<file path="src/rtl/common_fifo_wrarb_rr.sv">
// Round-robin write arbiter for a single FIFO write port.
// Owners hold the port for bounded bursts; handover happens without a dead cycle.
module common_fifo_wrarb_rr #(
    parameter int ARB_PORTS_LOG2 = 2,
    parameter int ARB_WIDTH      = 1,
    parameter int ARB_BURST_MAX  = 4
) (
    input  logic                                         clk,
    input  logic                                         reset,
    input  logic [(1<<ARB_PORTS_LOG2)-1:0]               req,
    input  logic [(1<<ARB_PORTS_LOG2)*ARB_WIDTH-1:0]     req_data,
    output logic [(1<<ARB_PORTS_LOG2)-1:0]               gnt,
    output logic [ARB_WIDTH-1:0]                         fifo_din,
    output logic                                         fifo_wen,
    input  logic                                         fifo_full,
    output logic [ARB_PORTS_LOG2-1:0]                    owner,
    output logic                                         locked
);

    localparam int N = 1 << ARB_PORTS_LOG2;
    localparam logic [ARB_PORTS_LOG2-1:0] IDX_ONE = 1;
    localparam logic [7:0] BURST_LIM = 8'(ARB_BURST_MAX);

    typedef enum logic {
        IDLE,
        LOCKED
    } state_t;

    state_t                    state;
    state_t                    state_n;
    logic [ARB_PORTS_LOG2-1:0] rr_ptr;
    logic [ARB_PORTS_LOG2-1:0] rr_ptr_n;
    logic [ARB_PORTS_LOG2-1:0] owner_n;
    logic [7:0]                count;
    logic [7:0]                count_n;

    logic                      hold_owner;
    logic                      found;
    logic                      grant;
    logic [ARB_PORTS_LOG2-1:0] start;
    logic [ARB_PORTS_LOG2-1:0] cand;
    logic [ARB_PORTS_LOG2-1:0] pick;
    logic [ARB_PORTS_LOG2-1:0] sel;

    always_ff @(posedge clk) begin
        if (reset) begin
            state  <= IDLE;
            rr_ptr <= '0;
            owner  <= '0;
            count  <= '0;
        end else begin
            state  <= state_n;
            rr_ptr <= rr_ptr_n;
            owner  <= owner_n;
            count  <= count_n;
        end
    end

    // A locked owner that dropped its request hands over starting after itself.
    always_comb begin
        hold_owner = (state == LOCKED) && req[owner];
        start      = (state == LOCKED) ? owner + IDX_ONE : rr_ptr;
        found      = 1'b0;
        pick       = '0;
        cand       = '0;
        for (int k = 0; k < N; k++) begin
            cand = start + ARB_PORTS_LOG2'(k);
            if (!found && req[cand]) begin
                found = 1'b1;
                pick  = cand;
            end
        end
        grant = !reset && !fifo_full && (hold_owner || found);
        sel   = hold_owner ? owner : pick;
    end

    always_comb begin
        state_n  = state;
        rr_ptr_n = rr_ptr;
        owner_n  = owner;
        count_n  = count;
        if (grant) begin
            if (hold_owner) begin
                count_n = count + 8'd1;
                if (count_n == BURST_LIM) begin
                    state_n  = IDLE;
                    rr_ptr_n = owner + IDX_ONE;
                    count_n  = '0;
                end
            end else if (ARB_BURST_MAX == 1) begin
                state_n  = IDLE;
                rr_ptr_n = pick + IDX_ONE;
                owner_n  = pick;
                count_n  = '0;
            end else begin
                state_n = LOCKED;
                owner_n = pick;
                count_n = 8'd1;
            end
        end else if (!fifo_full && state == LOCKED) begin
            state_n  = IDLE;
            rr_ptr_n = owner + IDX_ONE;
            count_n  = '0;
        end
    end

    always_comb begin
        gnt      = '0;
        fifo_din = '0;
        if (grant) begin
            gnt[sel] = 1'b1;
            for (int k = 0; k < N; k++) begin
                if (ARB_PORTS_LOG2'(k) == sel) begin
                    fifo_din = req_data[k*ARB_WIDTH +: ARB_WIDTH];
                end
            end
        end
    end

    assign fifo_wen = grant;
    assign locked   = (state == LOCKED);

endmodule
</file>
<file path="config.mk">
export PLATFORM = sky130hd
export DESIGN_NAME = common_fifo_wrarb_rr
export DESIGN_NICKNAME = d
export VERILOG_FILES = /design/src/rtl/common_fifo_wrarb_rr.sv
export SDC_FILE = /design/constraint.sdc
export NUM_CORES = 1
export LEC_CHECK = 0
export CORE_AREA = 10 10 58 60
export DETAILED_ROUTE_END_ITERATION = 7
export DIE_AREA = 0 0 68 70
export HOLD_SLACK_MARGIN = 0.1
export PLACE_DENSITY_LB_ADDON = 0.2
export SYNTH_ARGS = -nofsm -noshare
export SYNTH_HDL_FRONTEND = slang
export SYNTH_SLANG_ARGS = --single-unit
</file>
<file path="constraint.sdc">
create_clock -name clk -period 3.29 [get_ports clk]
set_clock_uncertainty 0.05 [all_clocks]
set_input_delay 0.658 -clock clk [delete_from_list [all_inputs] [get_ports clk]]
set_output_delay 0.658 -clock clk [all_outputs]
set_load 0.02 [all_outputs]
</file>
== Yosys cells after proc, flatten, opt, wreduce, memory -nomap -nowiden ==
Cells that the tools add are included.

* Bits in registers: 13
* Latch bits: 0
* Bits in writable memories: 0
* ROM bits: 0
* Input port bits: 11
* Output and inout port bits: 9
* Memories: 0

* $add $sub $neg: 5
* $mul: 0
* Div/mod/pow operators: 0
* Magnitude comparators: 7
* Eq/ne operators: 7
* Shifts and indexed selects: 0
* Mux-type cells: 40
* Bitwise logic cells: 0
* Reductions and logical operators: 18

{| class="wikitable"
|+ Operator list
! cell !! count
|-
| $mux 8 || 4
|-
| $mux 2 || 10
|-
| $mux 1 || 19
|-
| $lt 2x3->1 const B || 6
|-
| $bmux 1 s2 || 5
|-
| $add 8x1->8 const B || 1
|-
| $eq 8x3->1 const B || 1
|-
| $logic_and 1x1->1 || 8
|-
| $logic_not 1->1 || 5
|-
| $add 2x1->2 const B || 2
|-
| $add 2x2->2 const B || 2
|-
| $eq 2x2->1 const A || 2
|-
| $mux 4 || 1
|-
| $ne 2x1->1 const B || 2
|-
| $ne 3x2->1 const B || 1
|-
| $reduce_and 3->1 || 1
|-
| $demux 1 s2 || 1
|-
| $eq 1x2->1 const A || 1
|-
| $ge 2x1->1 const B || 1
|-
| $logic_not 2->1 || 1
|-
| $reduce_and 2->1 || 1
|-
| $reduce_bool 2->1 || 1
|-
| $logic_or 1x1->1 || 1
|}

== Logic depth before layout (Yosys ltp) ==
* Depth in word-level cells: 21
* Mapped depth: 7

== Worst setup path before layout ==
No wires, ideal clock.

* Kind: input-to-output
* Start point: in req[0]
* End point: out gnt[1]
* Arrival: 2.545 ns
* Required time: 2.582 ns
* Path slack: 0.037 ns
* Stages on the path: 6
* Path through: buf_2 mux2_4 o2bb2ai_4 a2111oi_4 a31oi_4 nor4_1

* Cells in the longest elaborated chain, start to end: 18

{| class="wikitable"
|+ RTL lines
! element !! line !! text
|-
| start: declaration || 10 || <nowiki>input logic [(1<<ARB_PORTS_LOG2)-1:0] req,</nowiki>
|-
| $bmux 1 s2 || 68 || <nowiki>if (!found && req[cand]) begin</nowiki>
|-
| $mux 1 (not written as such) || 68 ||
|-
| $mux 1 || 68 ||
|-
| $logic_not 1->1 || 68 ||
|-
| $logic_and 1x1->1 || 68 ||
|-
| $mux 1 || 68 ||
|-
| $logic_not 1->1 || 68 ||
|-
| $logic_and 1x1->1 || 68 ||
|-
| (+2 left out) || - ||
|-
| $logic_and 1x1->1 || 68 ||
|-
| $mux 2 || 68 ||
|-
| $mux 2 || - ||
|-
| $lt 2x3->1 (not written as such) or $ge 2x1->1 (tied branches) || 111 || <nowiki>gnt[sel] = 1'b1;</nowiki>
|-
| $logic_and 1x1->1 (not written as such) || 111 ||
|-
| $mux 1 (not written as such) || 111 ||
|-
| $demux 1 s2 || 111 ||
|-
| $mux 4 (*) || 110 || <nowiki>if (grant) begin</nowiki>
|-
| end: declaration || 12 || <nowiki>output logic [(1<<ARB_PORTS_LOG2)-1:0] gnt,</nowiki>
|}

Mark *: on every way between the ends. The rest lies on a longest branch, timed or not. The select of a mux whose other input is x is not followed.

== Final worst setup path ==
* Start point: in req[1]
* End point: out gnt[3]

Same word-level chain as after synthesis.

==> impl_results.md <==
* Status: complete, no violations
* First-pass GRT wire length at 4880 um
* RSZ-0062 raised after global routing: no
* CP Class: input pin to primary output
* Reg2reg path depth at 7
* Synthesized area at 1060 um^2
* Hold Path Class: register to register
* Crit path DAT at 2.49 ns
* Layout area overhead at 36.1%
* Largest net degree at the start of global routing at 14
* Most frequent cell after synthesis: nor2_1
* DR iter-0 viols at 37
* Hold-fix buffers, CTS at 0
* Rel. slew slack at 75.0%
* Skew-Pair Late Insertion Delay at 0.29 ns
* Pwr dens at 282 nW/um^2
* DP Area at 1400 um^2
* DRT Wirelength at 2900 um
* Sequential-to-total area share from yosys stat at 24.6%
* Setup ws final at 0.0964 ns
* Critical Path Source Type: input pin
* Slew Viols, Final at 0
* Clock Tree Buf Depth at 2
* 1st-pass router iterations at 4
* Pleak at 0.585 nW
* Fin Setup TNS at 0 ns
* Hpwl dp at 2260 um
* Row count at 18
* ANT cells at 0
* Via density at 5.50
* TritonCTS clock tree: done
* Fin util at 61.6%
* Final setup fails at 0
* FF+latch count, synth at 13
* H-Tree Depth at 1
* Number of synthesis warnings at 0
* Core area at 2340 um^2
* Inst Count DP at 197
* Largest cells by area after synthesis: dfxtp_1 25%, nor2_1 6.7%, a21oi_1 5.2%
* Yosys top cell area share at 24.6%
* Reg2Reg Setup Slack at 1.18 ns
* Vias in the first global route at 1,131
* Post-route cell area at 1440 um^2
* MaxCap Viol Count at 0
* Worst Max-Slew Pin Slew at 0.365 ns
* Finished Layout Cells at 202
* Number of vias in the routed layout at 1,111
* Starting Density at 45.2%
* Most instantiated cells after synthesis: 19 x nor2_1, 13 x dfxtp_1, 11 x a21oi_1
* TritonCTS sink count at 13
* Distinct cells, synth at 43
* Post-Syn Nets at 147
* Cell accounting for the most synthesized area: dfxtp_1
* NumNets Final at 185
* Setup crit end kind: primary output
* Root Buffer: clkbuf_4
* Final Wtd Congestion at 0.833
* Drt drc at 0
* Peak VDD IR at 0.270 mV
* F_max at 0.313 GHz
* Data required, critical path at 2.58 ns
* GRT Residual Overflow at 0
* Die X-Extent at 68 um
* Num CTS Buffers at 3
* Total track usage at 12.7%
* Die area at 4760 um^2
* Syn Area/Cell at 7.85 um^2
* Min Tclk post-route at 3.19 ns
* CTS clock-pin slew for the worst setup and hold paths at 0.08 ns
* Async set-reset flop share out of synthesis at 0%
* Initial antenna violation count at 0
* Die height at 70 um
* Fin. Hold Viols at 0
* Period utilization at 97.1%
* Routed len/inst at 14.3 um
* Antenna Nets Post-Route at 0
* Crit path max fanout at 3
* Cells after synthesis at 135
* Port buffer count at 19
* Hold Path Depth at 2
* Ratio of cells with drive above 1 in the final layout at 26.2%
* IO Count at 20
* Dpl ws at -0.657 ns
* Ys flop type: dfxtp_1
* Number of flops mapped to enable cells by yosys at 0
-- routing by layer --
layer	track usage, %	vias to the layer above	wire (um)
li1	-	568	-
met1	12.2	519	1150
met2	24.4	19	1570
met3	2.55	5	122
met4	5.37	0	53
met5	0	-	0
-- area by class of cell --
cell class | count | area [um^2]
clock buffers | 4 | 26.3
inverters | 6 | 22.5
well taps | 30 | 37.5
multi-input cells | 109 | 768
fillers | 231 | 900
repair buffers | 40 | 327
flip-flops and latches | 13 | 262
-- cells by family (layout without fill, tap and decap cells) --
group,Yosys count,after routing,share of synthesized area (%)
AOI/OAI and AO/OA,41,41,31.1
xor gates and xnor gates,1,1,0.827
adders and majority gates,1,1,1.18
buffers and inverters,13,50,5.79
DFF,13,13,24.6
muxes,6,6,6.97
and+or+nand+nor,60,60,29.6
-- sequential cells by signal (all words and copies together) (netlist names) --
name and flops:
count 8, owner 2, rr_ptr 2, locked 1
-- through the flow --
stage | power (mW) | hold WS [ns]
detailed placement | 0.305 | 0.439
global route | 0.430 | 0.483
CTS | 0.411 | 0.451
global placement | 0.303 | 0.418
floorplan | 0.247 | 0.405
finish | 0.407 | 0.449
-- report_power, final --
part	internal, mW	switching, mW	total (mW)
Combinational	0.0696	0.0685	0.138
Sequential	0.161	0.00562	0.167
Clock	0.0472	0.0547	0.102
Total	0.278	0.129	0.407
-- worst max-delay path, cell delays in order --
cell             delay, ns
dlygate4sd2_1         0.26
or4b_1                0.53
a211oi_1              0.19
a41o_1                0.17
a211oi_2              0.08
o21ai_2               0.18
buf_4                 0.13
nor2_1                0.03
clkdlybuf4s15_2       0.25
-- final timing paths --
check,from,end
hold / removal,count[7],count[7]
setup reg to reg,owner[1],owner[0]
setup / recovery,req[1],gnt[3]
hold reg to reg,count[7],count[7]
-- repair_timing --
item                       4_1_cts  5_1_grt
setup endpoints to repair        5        5
gates resized for setup         29        7
pin swaps                        3        3
buffers inserted                 1        0
-- layout by cell type, fill, tap and decap left out, drive strengths merged --
| cell | instances |
|---|---|
| clkdlybuf4s50 | 10 |
| ha | 1 |
| or3 | 4 |
| or4 | 2 |
| a2111oi | 2 |
| nand3b | 3 |
| nand3 | 2 |
| a22oi | 3 |
| o2bb2ai | 2 |
| clkbuf | 6 |
| o211ai | 1 |
| nor2 | 19 |
| a41o | 1 |
| nor2b | 3 |
| dfxtp | 13 |
| buf | 24 |
| nor4 | 2 |
| a211oi | 4 |
| mux2i | 4 |
| o21ai | 9 |
| a221oi | 1 |
| and2 | 3 |
| or2 | 1 |
| nand2b | 6 |
| inv | 6 |
| o211a | 1 |
| clkdlybuf4s15 | 2 |
| a311oi | 1 |
| a21oi | 11 |
| or4b | 1 |
| a31oi | 3 |
| dlygate4sd2 | 2 |
| nor3 | 3 |
| o21a | 1 |
| o22ai | 1 |
| mux2 | 2 |
| and3 | 4 |
| xnor2 | 1 |
| nand2 | 7 |
Power figures use the tool's default switching activity.
